===== src/rtl/pwm_cap_pkg.sv =====
// Shared types and constants for the PWM input-capture block.
// Holds the FSM state encoding, register word addresses and register bit positions.
package pwm_cap_pkg;

  typedef enum logic [1:0] {
    ST_IDLE      = 2'd0,
    ST_WAIT_RISE = 2'd1,
    ST_MEAS_HIGH = 2'd2,
    ST_MEAS_LOW  = 2'd3
  } state_e;

  localparam logic [1:0] ADDR_CFG    = 2'd0;
  localparam logic [1:0] ADDR_HIGH   = 2'd1;
  localparam logic [1:0] ADDR_PERIOD = 2'd2;
  localparam logic [1:0] ADDR_STATUS = 2'd3;

  localparam int CFG_EN      = 0;
  localparam int CFG_ONESHOT = 1;
  localparam int CFG_SEL_LSB = 4;
  localparam int CFG_INV     = 7;
  localparam int CFG_PSC_LSB = 8;
  localparam int CFG_IE      = 16;

  localparam int STAT_DONE  = 0;
  localparam int STAT_OVF   = 1;
  localparam int STAT_BUSY  = 2;
  localparam int STAT_LEVEL = 3;

endpackage


===== src/rtl/pwm_cap_if.sv =====
// 32-bit register bus shared with the PWM blocks.
// Handshake: reg_ack pulses for one cycle after reg_cs is seen with reg_ack low; reg_rdata is valid only with reg_ack.
interface pwm_cap_if;
  logic        reg_cs;
  logic        reg_wr;
  logic [1:0]  reg_addr;
  logic [31:0] reg_wdata;
  logic [3:0]  reg_be;
  logic [31:0] reg_rdata;
  logic        reg_ack;

  modport master (
    output reg_cs, reg_wr, reg_addr, reg_wdata, reg_be,
    input  reg_rdata, reg_ack
  );

  modport slave (
    input  reg_cs, reg_wr, reg_addr, reg_wdata, reg_be,
    output reg_rdata, reg_ack
  );
endinterface


===== src/rtl/pwm_cap_sync.sv =====
// Multi-stage input synchroniser followed by a rise/fall detector.
// Edges are reported combinationally against the previous synchronised sample.
module pwm_cap_sync #(
  parameter int SYNC_STG = 2
) (
  input  logic mclk,
  input  logic h_reset_n,
  input  logic din,
  output logic level,
  output logic rise,
  output logic fall
);

  logic [SYNC_STG-1:0] sync_q;
  logic                prev_q;

  always_ff @(posedge mclk) begin
    if (!h_reset_n) begin
      sync_q <= '0;
      prev_q <= 1'b0;
    end else begin
      sync_q <= {sync_q[SYNC_STG-2:0], din};
      prev_q <= sync_q[SYNC_STG-1];
    end
  end

  assign level = sync_q[SYNC_STG-1];
  assign rise  = level & ~prev_q;
  assign fall  = ~level & prev_q;

endmodule


===== src/rtl/pwm_capture.sv =====
// Single-channel PWM input capture: measures high time and period of a selected pad
// in prescaled ticks and reports them over the register bus with an interrupt.
module pwm_capture
  import pwm_cap_pkg::*;
#(
  parameter int CNT_W    = 16,
  parameter int SYNC_STG = 2
) (
  input  logic           mclk,
  input  logic           h_reset_n,
  pwm_cap_if.slave       bus,
  input  logic [7:0]     pad_gpio,
  output logic           cap_intr,
  output state_e         dbg_state
);

  logic             cfg_en, cfg_oneshot, cfg_inv, cfg_ie;
  logic [2:0]       cfg_sel;
  logic [7:0]       cfg_psc, pcnt;
  logic [CNT_W-1:0] cnt, hi_tmp, high_r, period_r;
  logic             done, ovf;
  state_e           state, state_nxt;

  logic level, rise, fall, tick, busy, access, wr_en, w1c;
  logic cnt_clr, cnt_one, cnt_inc, hi_ld, res_ld, done_set, ovf_set, en_clr;
  logic [31:0] rd_val;
  logic unused_bits;

  pwm_cap_sync #(.SYNC_STG(SYNC_STG)) u_sync (
    .mclk      (mclk),
    .h_reset_n (h_reset_n),
    .din       (pad_gpio[cfg_sel] ^ cfg_inv),
    .level     (level),
    .rise      (rise),
    .fall      (fall)
  );

  assign access      = bus.reg_cs & ~bus.reg_ack;
  assign wr_en       = access & bus.reg_wr;
  assign w1c         = wr_en & (bus.reg_addr == ADDR_STATUS) & bus.reg_be[0];
  assign tick        = (pcnt == cfg_psc);
  assign busy        = (state == ST_MEAS_HIGH) || (state == ST_MEAS_LOW);
  assign dbg_state   = state;
  assign unused_bits = ^{bus.reg_wdata[31:17], bus.reg_wdata[3], bus.reg_be[3]};

  always_ff @(posedge mclk) begin
    if (!h_reset_n) state <= ST_IDLE;
    else            state <= state_nxt;
  end

  // Overflow is checked before edges so a saturated count never produces a result.
  always_comb begin
    state_nxt = state;
    cnt_clr   = 1'b0;
    cnt_one   = 1'b0;
    cnt_inc   = 1'b0;
    hi_ld     = 1'b0;
    res_ld    = 1'b0;
    done_set  = 1'b0;
    ovf_set   = 1'b0;
    en_clr    = 1'b0;
    if (!cfg_en) begin
      state_nxt = ST_IDLE;
      cnt_clr   = 1'b1;
    end else begin
      case (state)
        ST_IDLE: begin
          cnt_clr   = 1'b1;
          state_nxt = ST_WAIT_RISE;
        end
        ST_WAIT_RISE: begin
          if (rise) begin
            cnt_one   = 1'b1;
            state_nxt = ST_MEAS_HIGH;
          end
        end
        ST_MEAS_HIGH: begin
          if (&cnt) begin
            ovf_set   = 1'b1;
            cnt_clr   = 1'b1;
            state_nxt = ST_WAIT_RISE;
          end else begin
            cnt_inc = tick;
            if (fall) begin
              hi_ld     = 1'b1;
              state_nxt = ST_MEAS_LOW;
            end
          end
        end
        ST_MEAS_LOW: begin
          if (&cnt) begin
            ovf_set   = 1'b1;
            cnt_clr   = 1'b1;
            state_nxt = ST_WAIT_RISE;
          end else if (rise) begin
            res_ld   = 1'b1;
            done_set = 1'b1;
            cnt_one  = 1'b1;
            if (cfg_oneshot) begin
              en_clr    = 1'b1;
              state_nxt = ST_IDLE;
            end else begin
              state_nxt = ST_MEAS_HIGH;
            end
          end else begin
            cnt_inc = tick;
          end
        end
        default: state_nxt = ST_IDLE;
      endcase
    end
  end

  always_ff @(posedge mclk) begin
    if (!h_reset_n) begin
      pcnt     <= '0;
      cnt      <= '0;
      hi_tmp   <= '0;
      high_r   <= '0;
      period_r <= '0;
    end else begin
      if (!cfg_en || rise || tick) pcnt <= '0;
      else                         pcnt <= pcnt + 8'd1;
      if (cnt_clr)      cnt <= '0;
      else if (cnt_one) cnt <= CNT_W'(1);
      else if (cnt_inc) cnt <= cnt + CNT_W'(1);
      if (hi_ld) hi_tmp <= cnt;
      if (res_ld) begin
        high_r   <= hi_tmp;
        period_r <= cnt;
      end
    end
  end

  // Hardware clear of en is applied after the bus write so a oneshot completion always wins.
  always_ff @(posedge mclk) begin
    if (!h_reset_n) begin
      cfg_en      <= 1'b0;
      cfg_oneshot <= 1'b0;
      cfg_sel     <= '0;
      cfg_inv     <= 1'b0;
      cfg_psc     <= '0;
      cfg_ie      <= 1'b0;
      done        <= 1'b0;
      ovf         <= 1'b0;
      cap_intr    <= 1'b0;
    end else begin
      if (wr_en && bus.reg_addr == ADDR_CFG) begin
        if (bus.reg_be[0]) begin
          cfg_en      <= bus.reg_wdata[CFG_EN];
          cfg_oneshot <= bus.reg_wdata[CFG_ONESHOT];
          cfg_sel     <= bus.reg_wdata[CFG_SEL_LSB +: 3];
          cfg_inv     <= bus.reg_wdata[CFG_INV];
        end
        if (bus.reg_be[1]) cfg_psc <= bus.reg_wdata[CFG_PSC_LSB +: 8];
        if (bus.reg_be[2]) cfg_ie  <= bus.reg_wdata[CFG_IE];
      end
      if (en_clr) cfg_en <= 1'b0;
      done     <= done_set | (done & ~(w1c & bus.reg_wdata[STAT_DONE]));
      ovf      <= ovf_set  | (ovf  & ~(w1c & bus.reg_wdata[STAT_OVF]));
      cap_intr <= cfg_ie & (done | ovf);
    end
  end

  always_comb begin
    rd_val = '0;
    case (bus.reg_addr)
      ADDR_CFG: begin
        rd_val[CFG_EN]             = cfg_en;
        rd_val[CFG_ONESHOT]        = cfg_oneshot;
        rd_val[CFG_SEL_LSB +: 3]   = cfg_sel;
        rd_val[CFG_INV]            = cfg_inv;
        rd_val[CFG_PSC_LSB +: 8]   = cfg_psc;
        rd_val[CFG_IE]             = cfg_ie;
      end
      ADDR_HIGH:   rd_val[CNT_W-1:0] = high_r;
      ADDR_PERIOD: rd_val[CNT_W-1:0] = period_r;
      ADDR_STATUS: begin
        rd_val[STAT_DONE]  = done;
        rd_val[STAT_OVF]   = ovf;
        rd_val[STAT_BUSY]  = busy;
        rd_val[STAT_LEVEL] = level;
      end
      default: rd_val = '0;
    endcase
  end

  always_ff @(posedge mclk) begin
    if (!h_reset_n) begin
      bus.reg_ack   <= 1'b0;
      bus.reg_rdata <= '0;
    end else begin
      bus.reg_ack   <= access;
      bus.reg_rdata <= (access && !bus.reg_wr) ? rd_val : 32'd0;
    end
  end

endmodule


===== src/flat_wrapper.sv =====
// flat-port wrapper written by rule: the top's interface ports become plain ports
module pwm_capture_flat import pwm_cap_pkg::*;
#(
  parameter int CNT_W    = 16,
  parameter int SYNC_STG = 2
)
  (mclk, h_reset_n, pad_gpio, cap_intr, dbg_state, bus_reg_cs, bus_reg_wr, bus_reg_addr, bus_reg_wdata, bus_reg_be, bus_reg_rdata, bus_reg_ack);
  pwm_cap_if bus_i ();
  input  logic mclk;
  input  logic h_reset_n;
  input  logic [7:0] pad_gpio;
  output logic cap_intr;
  output state_e dbg_state;
  input wire logic [$bits(bus_i.reg_cs)-1:0] bus_reg_cs;
  input wire logic [$bits(bus_i.reg_wr)-1:0] bus_reg_wr;
  input wire logic [$bits(bus_i.reg_addr)-1:0] bus_reg_addr;
  input wire logic [$bits(bus_i.reg_wdata)-1:0] bus_reg_wdata;
  input wire logic [$bits(bus_i.reg_be)-1:0] bus_reg_be;
  output wire logic [$bits(bus_i.reg_rdata)-1:0] bus_reg_rdata;
  output wire logic [$bits(bus_i.reg_ack)-1:0] bus_reg_ack;
  assign bus_i.reg_cs = bus_reg_cs;
  assign bus_i.reg_wr = bus_reg_wr;
  assign bus_i.reg_addr = bus_reg_addr;
  assign bus_i.reg_wdata = bus_reg_wdata;
  assign bus_i.reg_be = bus_reg_be;
  assign bus_reg_rdata = bus_i.reg_rdata;
  assign bus_reg_ack = bus_i.reg_ack;
  pwm_capture #(.CNT_W(CNT_W), .SYNC_STG(SYNC_STG)) u_core (.mclk(mclk), .h_reset_n(h_reset_n), .bus(bus_i), .pad_gpio(pad_gpio), .cap_intr(cap_intr), .dbg_state(dbg_state));
endmodule

===== config.mk =====
export PLATFORM = sky130hd
export DESIGN_NAME = pwm_capture_flat
export DESIGN_NICKNAME = d
export VERILOG_FILES = /design/src/rtl/pwm_cap_pkg.sv /design/src/rtl/pwm_cap_if.sv /design/src/rtl/pwm_cap_sync.sv /design/src/rtl/pwm_capture.sv /design/src/flat_wrapper.sv
export SDC_FILE = /design/constraint.sdc
export NUM_CORES = 1
export LEC_CHECK = 0
export BUFFER_PORTS_ARGS = -buffer_cell sky130_fd_sc_hd__buf_2
export CAP_MARGIN = 5
export CORE_MARGIN = 2
export CORE_UTILIZATION = 60
export DETAILED_ROUTE_END_ITERATION = 16
export PLACE_DENSITY = 0.85
export SLEW_MARGIN = 0
export SYNTH_ARGS = -nofsm -noshare
export SYNTH_HDL_FRONTEND = slang
export SYNTH_SLANG_ARGS = --single-unit

===== constraint.sdc =====
create_clock -name mclk -period 5.5 [get_ports mclk]
set_clock_uncertainty 0.1 [all_clocks]
set_input_delay 1.65 -clock mclk [delete_from_list [all_inputs] [get_ports mclk]]
set_output_delay 1.65 -clock mclk [all_outputs]
set_load 0.005 [all_outputs]

# == After elaboration in Yosys (flattened, before gate mapping) ==
# Cells that the tools add are included.
# word_totals
n_memories,0
out_inout_bits,36
ram_bits,0
latchBits,0
romBits,0
register_bits,128
# classes
eq_ne,10
n_addsub,2
order_cmp,1
n_reduce_logical,23
n_bitwise,21
mul,0
shift,0
n_mux,39
n_div,0
# ops
operator,n
case mux 12 bit (3 select lines),1
two-way mux 1 bit,25
adder 16 x 1 -> 16 bit (second input constant),1
case mux 2 bit (4 select lines),2
AND reduction 16 bit,1
two-way mux 2 bit,6
AND 1 bit,11
AND reduction 2 bit,5
adder 8 x 1 -> 8 bit (second input constant),1
equality test 2 bit (second input constant),4
equality test 8 bit,1
OR reduction 2 bit,4
inequality test 3 x 2 -> 1 bit (second input constant),2
NOT 1 bit,6
case mux 1 bit (2 select lines),3
case mux 2 bit (3 select lines),1
AND reduction 3 bit,2
equality test 2 x 1 -> 1 bit (second input constant),2
logical NOT 2 bit,2
< comparator 3 x 4 -> 1 bit (second input constant),1
binary-select mux 1 bit (select 3 bit),1
logical OR 1 bit,3
OR 1 bit,3
OR reduction 3 bit,1
other kinds (5),7

# == Longest topological paths before layout ==
# logic_depth
depth_word,9
depth_mapped,8
mapped_depth_nobuf,6

# == Hierarchy ==
# Synthesis repeated with hierarchy kept, for this count alone.
# hier_totals
hier_cells,547
hier_area_um2,4946.0
# by_module_without_submodules
mod,area_each_um2,n_inst,cells_each
pwm_capture,4854.7,1,539
pwm_cap_sync,91.3,1,8

# == Least setup slack after synthesis ==
# Ideal clock, no wire load.
# synth_timing
path_type,in2reg
startpoint,input port bus_reg_addr[1]
endpoint,register u_core.bus.reg_rdata[7]
setup_time_ns,0.128
arrival_time_ns,2.867
path_buffers,2
cell_stages,6
slack_ns,2.406
path_cell_list,clkbuf_1 buf_1 mux2i_1 nor2_1 a21oi_1 nor2_1
# synth_via
elab_chain_cells,2
# synth_lines
element,line,source
start: declaration,flat_wrapper.sv:16,input wire logic [$bits(bus_i.reg_addr)-1:0] bus_reg_addr;
equality test 2 bit (tied with other cells),pwm_capture.sv:167,case (bus.reg_addr)
case mux 12 bit (3 select lines) *,pwm_capture.sv:167,
end signal: assignment,pwm_capture.sv:194,bus.reg_rdata <= (access && !bus.reg_wr) ? rd_val : 32'd0;
end: declaration,pwm_cap_if.sv:19,"output reg_rdata, reg_ack"
# Mark *: on every way between the ends. The rest lies on a longest branch, timed or not.
# A chain may end at the register's enable or synchronous reset.

# == Final worst setup path ==
# layout_timing
startpoint,register u_core.cnt[0]
endpoint,register u_core.period_r[1]
# layout_via
elab_chain_cells,4
# layout_lines
element,line,source
start: declaration,pwm_capture.sv:20,"logic [CNT_W-1:0] cnt, hi_tmp, high_r, period_r;"
start signal: assignment,pwm_capture.sv:126,else if (cnt_inc) cnt <= cnt + CNT_W'(1);
AND reduction 16 bit,pwm_capture.sv:91,if (&cnt) begin
two-way mux 1 bit,pwm_capture.sv:91,
two-way mux 1 bit,pwm_capture.sv:66,case (state)
two-way mux 1 bit,pwm_capture.sv:62,if (!cfg_en) begin
end signal: assignment,pwm_capture.sv:130,period_r <= cnt;
end: declaration,pwm_capture.sv:20,
# No other way between the ends.

==> results by group <==
Outcome
  – Status: finished clean

Timing
  – Hold_ws: approximately 0.34 ns
  – Setup_tns: 0 ns
  – Final worst path period share: 58.9%
  – # setup viols final: 0
  – Worst Max-Slew Pin Slew: 1.20 ns
  – Min cycle time layout: 3.24 ns
  – Fin. max-slew vios: 0
  – FMAX: 0.309 GHz
  – RSZ-0062 raised after global routing: false
  – Setup WS post-layout: approximately 2.3 ns
  – Max_slew headroom: 20.0%
  – Fin. Hold Viols: 0

Routing
  – Drt pass-1 iters: 5
  – Vias per inst: 5.81
  – Residual DRC: 0
  – Post-DRT Antenna Nets: 0
  – DR WL/cell: between 15 and 20 um
  – First-iteration detailed-routing DRC count: 325
  – Post-Route WL: between 10000 and 15000 um
  – Vias: 4144

Clocking
  – CTS root buf: clkbuf_8
  – Hold_buf cts: 0
  – Clock Pin Slew Worst Setup and Hold Paths: 0.05 ns
  – TritonCTS clock tree: yes
  – Number of CTS-inserted buffers: 17
  – H-tree Lvls: 4
  – Later-pin clock latency in the skew report: approximately 0.52 ns
  – CTS resizes: 0
  – CTS max path bufs: 2
  – Setup Fix Bufs, Post-CTS: 0
  – Num Clock Sinks: 113

Synthesis
  – Top cell type's share of synthesized area: 45.1%
  – Most numerous cell in the Yosys netlist: dfxtp_1
  – Fraction of registers with async set/reset: 0%
  – Post-synth top cells: dfxtp_1 (113), nand2_1 (99), nor2_1 (45), a21boi_0 (43), mux2i_1 (36)
  – Mapped Area: 0.00502 mm^2
  – Synth area leader: dfxtp_1
  – Cell count after synthesis: around 550
  – Number of synthesized register bits: 113
  – Ranking of synthesized cells by area: dfxtp_1 (45%), nand2_1 (7.4%), mux2i_1 (7.2%)
  – Post-synth EDFFs: 0
  – Syn Area/Cell: 9.06 um^2
  – Predominant post-synthesis flop cell: dfxtp_1
  – Register area share after synthesis: between 40% and 50%
  – Yosys cell types: 45
  – Yosys warns: 0

Worst setup path
  – Worst setup path category: reg2reg
  – Crit-path max cell delay: 1.01 ns
  – Worst EP required: a little under 6 ns
  – Crit path capture: u_core.period_r[1]
  – Startpoint Class: flip-flop
  – R2R Setup Slk: 2.26 ns
  – Worst-path maximum fanout: 33
  – Critical path origin: u_core.cnt[0]
  – Worst R2R End: u_core.period_r[1]
  – Crit path cell chain: ha_1 > nand4_1 > nor4_2 > or3_1 > nand2_1 > a21boi_0
  – FF-to-FF Start: u_core.cnt[0]
  – Critical path capture point type: flip-flop
  – R2r worst-path depth: 6
  – Slowest CP cell: or3_1
  – CP Data Arrival Time: 3.56 ns

Floorplanning
  – Num ports: 86
  – Die area: a little over 0.009 mm^2
  – Die Wd: 95.5 um
  – Site Rows: 33
  – Initial Util: about three fifths
  – Core area: 0.00818 mm^2
  – Die Y: 95.5 um

Global routing
  – Pin count of the biggest net entering global routing: 73
  – First-pass GRT wire length: 18700 um
  – GRT overflow: 0
  – Initial antenna violation count: 0
  – Global-route usage over all layers: 27.0%
  – Vias in the first global route: 3947

Power
  – Internal: 1600 uW
  – Static Leak: 0.00245 uW
  – Net switching power figure: 408 uW
  – Comb pwr share: 2.6%
  – VDD IR max: approximately 0.00017 V
  – Pwr per Cell Area: 345 mW/mm^2
  – Clock share of power: 56.3%
  – Sw Share: 20.3%
  – Sequential Power Share: 41.0%

Layout
  – Finished Layout Cells: about 710
  – Final Util: 71.4%
  – Antenna cells: 0
  – Share of cells above drive strength 1: ~17%
  – Nets: 647
  – Area growth from synthesis to layout: 16.2%

Place
  – Placed Cells: just under 700
  – Dpl ws: approximately 1.9 ns
  – Port Buffers: 52
  – GP Congestion: 0.930
  – Detailed Place HPWL: just over 7000 um

Job
  – Max-cap viol count: 0

Hold path
  – Worst hold path type: reg2reg
## power by group through the flow
stage | combinational, uW | clock [uW] | sequential, uW
after global placement | 50.9 | 0 | 842
final | 53.2 | 1130 | 825
after CTS | 53.0 | 1140 | 825
after global routing | 58.4 | 1180 | 825
after detailed placement | 52.3 | 0 | 843
after floorplan | 42.5 | 0 | 841
## critical path: cells and delay by family, from the launching register on
family,cells,cell delay (ns)
AND/OR/NAND/NOR,4,1.98
adder cells (fa/ha/maj),1,0.28
flip-flops,1,0.48
AO/OA/AOI/OAI,1,0.28
## cell type report
class                      count  area (um^2)
sequential                   113         2260
multi-input combinational    402         2510
timing repair buffer          55          283
inverter                       6         22.5
clock buffer                  19          442
tap                          105          131
fill                         567         2340
clock inverter                13          184
## cell usage in the layout (no fill, tap or decap), types with 7 or more instances in the layout
cell type,synthesis,routed
buf_2,4,52
nor2b_1,26,26
clkbuf_16,0,16
a21boi_0,43,43
xor2_1,13,13
nand3_1,24,24
mux2i_1,36,36
nor2_1,45,45
nand2_1,99,99
and3_1,7,7
conb_1,1,15
o211ai_1,12,12
or4_1,13,13
a21oi_1,20,20
dfxtp_1,113,113
## worst min-delay path by stage
stage                            startpoint                      end  slack [ns]  depth (start not counted)
finish              u_core.u_sync.sync_q[0]  u_core.u_sync.sync_q[1]        0.34                          1
global route        u_core.u_sync.sync_q[0]  u_core.u_sync.sync_q[1]        0.34                          1
CTS                 u_core.u_sync.sync_q[0]  u_core.u_sync.sync_q[1]        0.33                          1
detailed placement  u_core.u_sync.sync_q[0]  u_core.u_sync.sync_q[1]        0.32                          1
global placement    u_core.u_sync.sync_q[0]  u_core.u_sync.sync_q[1]        0.33                          1
floorplan           u_core.u_sync.sync_q[0]  u_core.u_sync.sync_q[1]        0.31                          1
## cell families (layout without fill, tap and decap cells)
group	after synthesis	count (layout)	synth area share [%]
other cells	1	15	0.0747
fa+ha+maj	2	2	0.498
buf+inv	53	93	6.11
simple gates	242	242	24.2
flops	113	113	45.1
compound gates	85	85	11.8
mux	43	43	9.64
xor+xnor	15	15	2.62
## flip-flops by register name, indices dropped and copies added, names as in the netlist, 2 cells and up
| signal | count |
|---|---|
| u_core.period_r | 16 |
| u_core.hi_tmp | 16 |
| u_core.high_r | 16 |
| u_core.bus.reg_rdata | 17 |
| u_core.cfg_psc | 8 |
| u_core.dbg_state | 2 |
| u_core.cnt | 16 |
| u_core.u_sync.sync_q | 2 |
| u_core.cfg_sel | 3 |
| u_core.pcnt | 8 |
## stage by stage
step | power, uW | instance area (um^2)
3_5_place_dp | 895 | 5210
5_1_grt | 2070 | 5830
6_report | 2010 | 5830
4_1_cts | 2020 | 5830
3_3_place_gp | 893 | 5210
2_1_floorplan | 884 | 5070
## layer usage
| layer | vias to the layer above | track usage (%) | wire [um] |
|---|---|---|---|
| li1 | 1957 | - | - |
| met1 | 1970 | 31.4 | 4720 |
| met2 | 191 | 47.7 | 5910 |
| met3 | 26 | 6.40 | 768 |
| met4 | 0 | 11.0 | 244 |
| met5 | - | 0 | 0 |
(Power assumes the default switching activity.)
